`config.mk`:
```
export PLATFORM = sky130hd
export DESIGN_NAME = ucsbece154a_lsu
export DESIGN_NICKNAME = d
export VERILOG_FILES = /design/src/rtl/ucsbece154a_lsu.sv
export SDC_FILE = /design/constraint.sdc
export NUM_CORES = 1
export LEC_CHECK = 0
export ABC_AREA = 1
export ABC_CLOCK_PERIOD_IN_PS = 2700
export CAP_MARGIN = 20
export CORE_UTILIZATION = 52
export CTS_CLUSTER_DIAMETER = 40
export DETAILED_ROUTE_END_ITERATION = 8
export GPL_TIMING_DRIVEN = 0
export PLACE_DENSITY = 0.95
export SYNTH_ARGS = -nofsm -noshare
export SYNTH_HDL_FRONTEND = slang
export SYNTH_SLANG_ARGS = --single-unit
```
`constraint.sdc`:
```
create_clock -name clk -period 2.7 [get_ports clk]
set_input_delay 0.54 -clock clk [delete_from_list [all_inputs] [get_ports clk]]
set_output_delay 0.54 -clock clk [all_outputs]
set_load 0.02 [all_outputs]
```
`src/rtl/ucsbece154a_lsu.sv`:
```
// Load/store unit: one req/ack memory transaction per accepted start. Store data is
// steered onto byte lanes and load data is sign- or zero-extended for writeback.
module ucsbece154a_lsu #(
    parameter int unsigned WAIT_LIMIT = 255
) (
    input  logic        clk,
    input  logic        reset,
    input  logic        start_i,
    input  logic        we_i,
    input  logic [2:0]  funct3_i,
    input  logic [31:0] addr_i,
    input  logic [31:0] wdata_i,
    output logic        busy_o,
    output logic        done_o,
    output logic [31:0] rdata_o,
    output logic        err_o,
    output logic        mem_req_o,
    output logic        mem_we_o,
    output logic [31:0] mem_addr_o,
    output logic [3:0]  mem_be_o,
    output logic [31:0] mem_wdata_o,
    input  logic        mem_ack_i,
    input  logic [31:0] mem_rdata_i
);

    typedef enum logic [1:0] {IDLE, REQ, RESP} state_t;

    state_t      state;
    logic        we_q;
    logic [2:0]  f3_q;
    logic [1:0]  lo_q;
    logic [31:0] cnt;

    function automatic logic legal(input logic we, input logic [2:0] f3, input logic [1:0] lo);
        logic ok;
        logic al;
        case (f3)
            3'b000, 3'b001, 3'b010: ok = 1'b1;
            3'b100, 3'b101:         ok = !we;
            default:                ok = 1'b0;
        endcase
        case (f3[1:0])
            2'b01:   al = !lo[0];
            2'b10:   al = (lo == 2'b00);
            default: al = 1'b1;
        endcase
        return ok && al;
    endfunction

    function automatic logic [3:0] store_lanes(input logic [2:0] f3, input logic [1:0] lo);
        case (f3[1:0])
            2'b00:   return 4'b0001 << lo;
            2'b01:   return lo[1] ? 4'b1100 : 4'b0011;
            default: return 4'b1111;
        endcase
    endfunction

    function automatic logic [31:0] store_data(input logic [2:0] f3, input logic [31:0] wd);
        case (f3[1:0])
            2'b00:   return {4{wd[7:0]}};
            2'b01:   return {2{wd[15:0]}};
            default: return wd;
        endcase
    endfunction

    function automatic logic [31:0] load_extend(input logic [2:0] f3, input logic [1:0] lo,
                                                input logic [31:0] w);
        logic [15:0]        h;
        logic [7:0]         b;
        logic signed [7:0]  sb;
        logic signed [15:0] sh;
        logic signed [31:0] r;
        h  = lo[1] ? w[31:16] : w[15:0];
        b  = lo[0] ? h[15:8] : h[7:0];
        sb = b;
        sh = h;
        case (f3)
            3'b000:  r = sb;
            3'b001:  r = sh;
            3'b010:  r = w;
            3'b100:  r = {24'b0, b};
            3'b101:  r = {16'b0, h};
            default: r = '0;
        endcase
        return r;
    endfunction

    logic start_ok;
    assign start_ok = legal(we_i, funct3_i, addr_i[1:0]);

    always_ff @(posedge clk) begin
        if (reset) begin
            state       <= IDLE;
            busy_o      <= 1'b0;
            done_o      <= 1'b0;
            err_o       <= 1'b0;
            rdata_o     <= '0;
            mem_req_o   <= 1'b0;
            mem_we_o    <= 1'b0;
            mem_addr_o  <= '0;
            mem_be_o    <= '0;
            mem_wdata_o <= '0;
            we_q        <= 1'b0;
            f3_q        <= '0;
            lo_q        <= '0;
            cnt         <= '0;
        end else begin
            case (state)
                REQ: begin
                    if (mem_ack_i) begin
                        state       <= RESP;
                        busy_o      <= 1'b0;
                        done_o      <= 1'b1;
                        err_o       <= 1'b0;
                        rdata_o     <= we_q ? 32'b0 : load_extend(f3_q, lo_q, mem_rdata_i);
                        mem_req_o   <= 1'b0;
                        mem_we_o    <= 1'b0;
                        mem_be_o    <= '0;
                        mem_wdata_o <= '0;
                    end else if (WAIT_LIMIT != 0 && cnt == WAIT_LIMIT - 1) begin
                        state       <= RESP;
                        busy_o      <= 1'b0;
                        done_o      <= 1'b1;
                        err_o       <= 1'b1;
                        rdata_o     <= '0;
                        mem_req_o   <= 1'b0;
                        mem_we_o    <= 1'b0;
                        mem_be_o    <= '0;
                        mem_wdata_o <= '0;
                    end else begin
                        cnt <= cnt + 32'd1;
                    end
                end
                default: begin
                    // IDLE and RESP both accept a new start; RESP retires its done pulse here
                    done_o <= 1'b0;
                    state  <= IDLE;
                    if (start_i) begin
                        if (start_ok) begin
                            state       <= REQ;
                            busy_o      <= 1'b1;
                            mem_req_o   <= 1'b1;
                            mem_we_o    <= we_i;
                            mem_addr_o  <= {addr_i[31:2], 2'b00};
                            mem_be_o    <= we_i ? store_lanes(funct3_i, addr_i[1:0]) : 4'b1111;
                            mem_wdata_o <= we_i ? store_data(funct3_i, wdata_i) : 32'b0;
                            we_q        <= we_i;
                            f3_q        <= funct3_i;
                            lo_q        <= addr_i[1:0];
                            cnt         <= '0;
                        end else begin
                            state   <= RESP;
                            done_o  <= 1'b1;
                            err_o   <= 1'b1;
                            rdata_o <= '0;
                        end
                    end
                end
            endcase
        end
    end

endmodule

```
==> summary.md <==
| Metric | Value |
|---|---|
| Antenna violation net count after detailed routing | `0` |
| Sink Count | `approximately 140` |
| CP max-delay cell | `clkdlybuf4s50_1` |
| Max Cap Violations | `0` |
| Final worst-path cycle share | `95.61%` |
| Synth warn | `0` |
| Final nets | `between 1,000 and 1,500` |
| Slew headroom | `51.08%` |
| CP Class | `primary input to register` |
| Top post-synthesis cells by count | `322 x nand2_1, 156 x a21oi_1, 156 x nor2_1` |
| Comb pwr share | `between 10% and 20%` |
| Multi-input logic area | `3746 µm²` |
| Initial antenna violation count | `0` |
| Post-CTS Setup Bufs | `0` |
| Most used flip-flop cell after synthesis | `dfxtp_1` |
| Fin Hold WS | `roughly 0.46 ns` |
| EDFF count, synth | `0` |
| Grt ovf | `0` |
| Post_cts resized | `0` |
| Ports | `209` |
| Clock tree from TritonCTS | `done` |
| Cell Rows | `42` |
| Pin count of the biggest net entering global routing | `17` |
| Drt drc | `0` |
| Worst skew pair latency | `~0.43 ns` |
| Vias in the first global route | `8,249` |
| CP peak stage delay | `0.53 ns` |
| Synth top area share | `between 30 and 40%` |
| Clk_skew | `~0.0097 ns` |
| First-pass GRT wire length | `40.68 mm` |
| Switching pwr | `1546 µW` |
| Total track usage | `36.03%` |
| Sequential cell area | `approximately 2800 µm²` |
| CP arrival | `between 2 and 3 ns` |
| Avg Synthesized Cell Area | `between 6 and 7 µm²` |
| Distinct cells, synth | `33` |
| Seq/Total Area, Yosys | `39.17%` |
| Routed WL per cell | `16.86 µm` |
| Most numerous cell in the Yosys netlist | `nand2_1` |
| Post-synth ARST share | `0%` |
| FF+latch count, synth | `between 100 and 150` |
| Final Util | `roughly three quarters` |
| Maximum vdd drop | `0.4795 mV` |
| Slew Viols, Final | `0` |
| Fin. Hold Viols | `0` |
| Initial Util | `53.77%` |
| Die X-Extent | `119.7 µm` |
| Worst-path fanout max | `10` |
| Routed via count | `8,597` |
| Worst hold-check path type | `register to register` |
| Fmax | `387.4 MHz` |
| Clock transition at path regs | `0.06 ns` |
| Initial DRC Count | `961` |
| Synth area leaders | `dfxtp_1 39%, nand2_1 17%, a21oi_1 11%, nor2_1 8.1%, nand3_1 6.4%` |
| Required time of the worst setup path | `3.05 ns` |
| Unrepaired setup endpoints after global routing | `false` |
| Slew @ Worst Pin | `0.7338 ns` |
| Cell Area, Synth | `7206 µm²` |
| Root Driver | `clkbuf_16` |
| Final setup fails | `0` |
| # H-tree levels | `4` |
| Antenna diodes | `0` |
| HPWL Detailed | `18.32 mm` |
| I/O Buffers | `slightly above 200` |
| Clk buf depth | `2` |
| Worst Setup End Kind | `register` |
| P&R area growth vs syn | `40.84%` |
| Via-to-Cell Ratio | `5.637` |
| Post-synth top area cell | `dfxtp_1` |
| # hold bufs at CTS | `0` |
| Clock period minus worst slack | `2.581 ns` |
| Total CTS buffers | `17` |
| Clk network pwr share | `a little under half` |
| Pleak | `0.003728 µW` |
| Flop pwr share | `37.8%` |
| WL final | `between 20 and 30 mm` |
| First-pass DRT Iterations | `6` |
| FF-to-FF path depth | `8` |
| Overall die area | `14,330 µm²` |
| Internal | `4238 µW` |
| Critical path, cell by cell | `clkdlybuf4s50_1 -> inv_1 -> ha_1 -> buf_6 -> nor2_8 -> inv_4 -> nand2_1 -> o21ai_2 -> nand2_2 -> inv_4 -> nand2_2 -> buf_6 -> buf_2 -> nand2_1 -> a21oi_1` |
| Core Footprint | `~13,000 µm²` |
| Hold Path Depth | `2` |
| Worst Setup Start Kind | `primary input` |
| Status | `finished clean` |
| GP Congestion | `0.9531` |
| Filler instances | `~960` |
| Share of post-route cells with drive strength above 1 | `5.708%` |
| PD cells | `569.9 nW/µm²` |
| Die extent in y | `119.7 µm` |
| Post-synthesis cell count | `1,111` |
| Sw frac | `26.72%` |
[cell type report]
class	count	share of cell area, %
multi-input combinational	832	36.91
tap	176	2.170
timing repair buffer	205	20.22
buffer	62	3.440
sequential	141	27.81
clock inverter	11	2.010
clock buffer	21	4.537
inverter	77	2.897
[power by group through the flow]
stage | Clock, µW | Combinational (µW) | Sequential [µW]
2_1_floorplan | 0 | 416 | 2290
3_3_place_gp | 0 | 889 | 2230
3_5_place_dp | 0 | 904 | 2230
4_1_cts | 2650 | 922 | 2180
5_1_grt | 2740 | 1000 | 2190
6_report | 2660 | 940 | 2190
[flip-flops by register name, summed over array words and instances (netlist names)]
signal and cells:
cnt 32, done_o 1, err_o 1, f3_q 3, lo_q 2, mem_addr_o 30
mem_be_o 4, mem_req_o 1, mem_wdata_o 32, mem_we_o 1, rdata_o 32, state 1
we_q 1
[metal layers]
| metal | wire (µm) | GRT usage (%) |
|---|---|---|
| met1 | 10050 | 43.19 |
| met5 | 0 | 0 |
| met2 | 12250 | 59.21 |
| met3 | 2299 | 9.553 |
| met4 | 1112 | 18.44 |
[critical path, delay by kind of cell]
kind	cells	cell delay, ns
and+or+nand+nor	5	0.60
AOI/OAI and AO/OA	2	0.26
adders and majority gates	1	0.22
buffers and inverters	7	1.30
[cell usage in the layout (no fill, tap or decap), types with 2 or more instances in the layout]
cell	n
nor2_1	156
o221ai_1	7
dfxtp_1	141
ha_1	5
nand2_1	322
nor2_2	4
buf_4	10
buf_2	12
clkbuf_1	33
nand2_2	4
inv_1	72
buf_6	8
xor2_1	10
inv_6	2
o21ai_0	43
clkinv_4	2
bufinv_16	5
o22ai_1	2
nor3_1	5
clkbuf_16	17
a21oi_1	156
clkdlybuf4s50_1	205
clkbuf_8	2
inv_2	2
o211ai_1	11
conb_1	2
nand4_1	4
inv_4	2
nand3_1	92
[stage by stage]
stage	total power (µW)	TNS, ns	instances	cell area [µm²]	setup WS (ns)
global placement	3114	-3.063	1493	9482	-0.05968
finish	5784	0	1525	10150	0.1185
detailed placement	3132	-14.89	1493	9482	-0.2068
global route	5935	0	1525	10150	0.02302
floorplan	2706	0	1112	7209	0.7045
CTS	5756	0	1525	10150	0.1087
[kinds of logic after synthesis]
family / count (synthesis) / synth area share (%)
other: 1 / 0.05204
buffers and inverters: 139 / 8.890
DFF: 141 / 39.17
and+or+nand+nor: 592 / 33.37
AOI/OAI and AO/OA: 222 / 16.30
xor gates and xnor gates: 11 / 1.337
adders and majority gates: 5 / 0.8682
[final timing paths]
kind              slack (ns)              end             from
hold reg to reg         0.46  mem_wdata_o[21]  mem_wdata_o[21]
setup / recovery        0.12   mem_addr_o[27]      funct3_i[0]
hold / removal          0.46  mem_wdata_o[21]  mem_wdata_o[21]
setup reg to reg        0.57       rdata_o[6]           done_o
(Power assumes the default switching activity.)
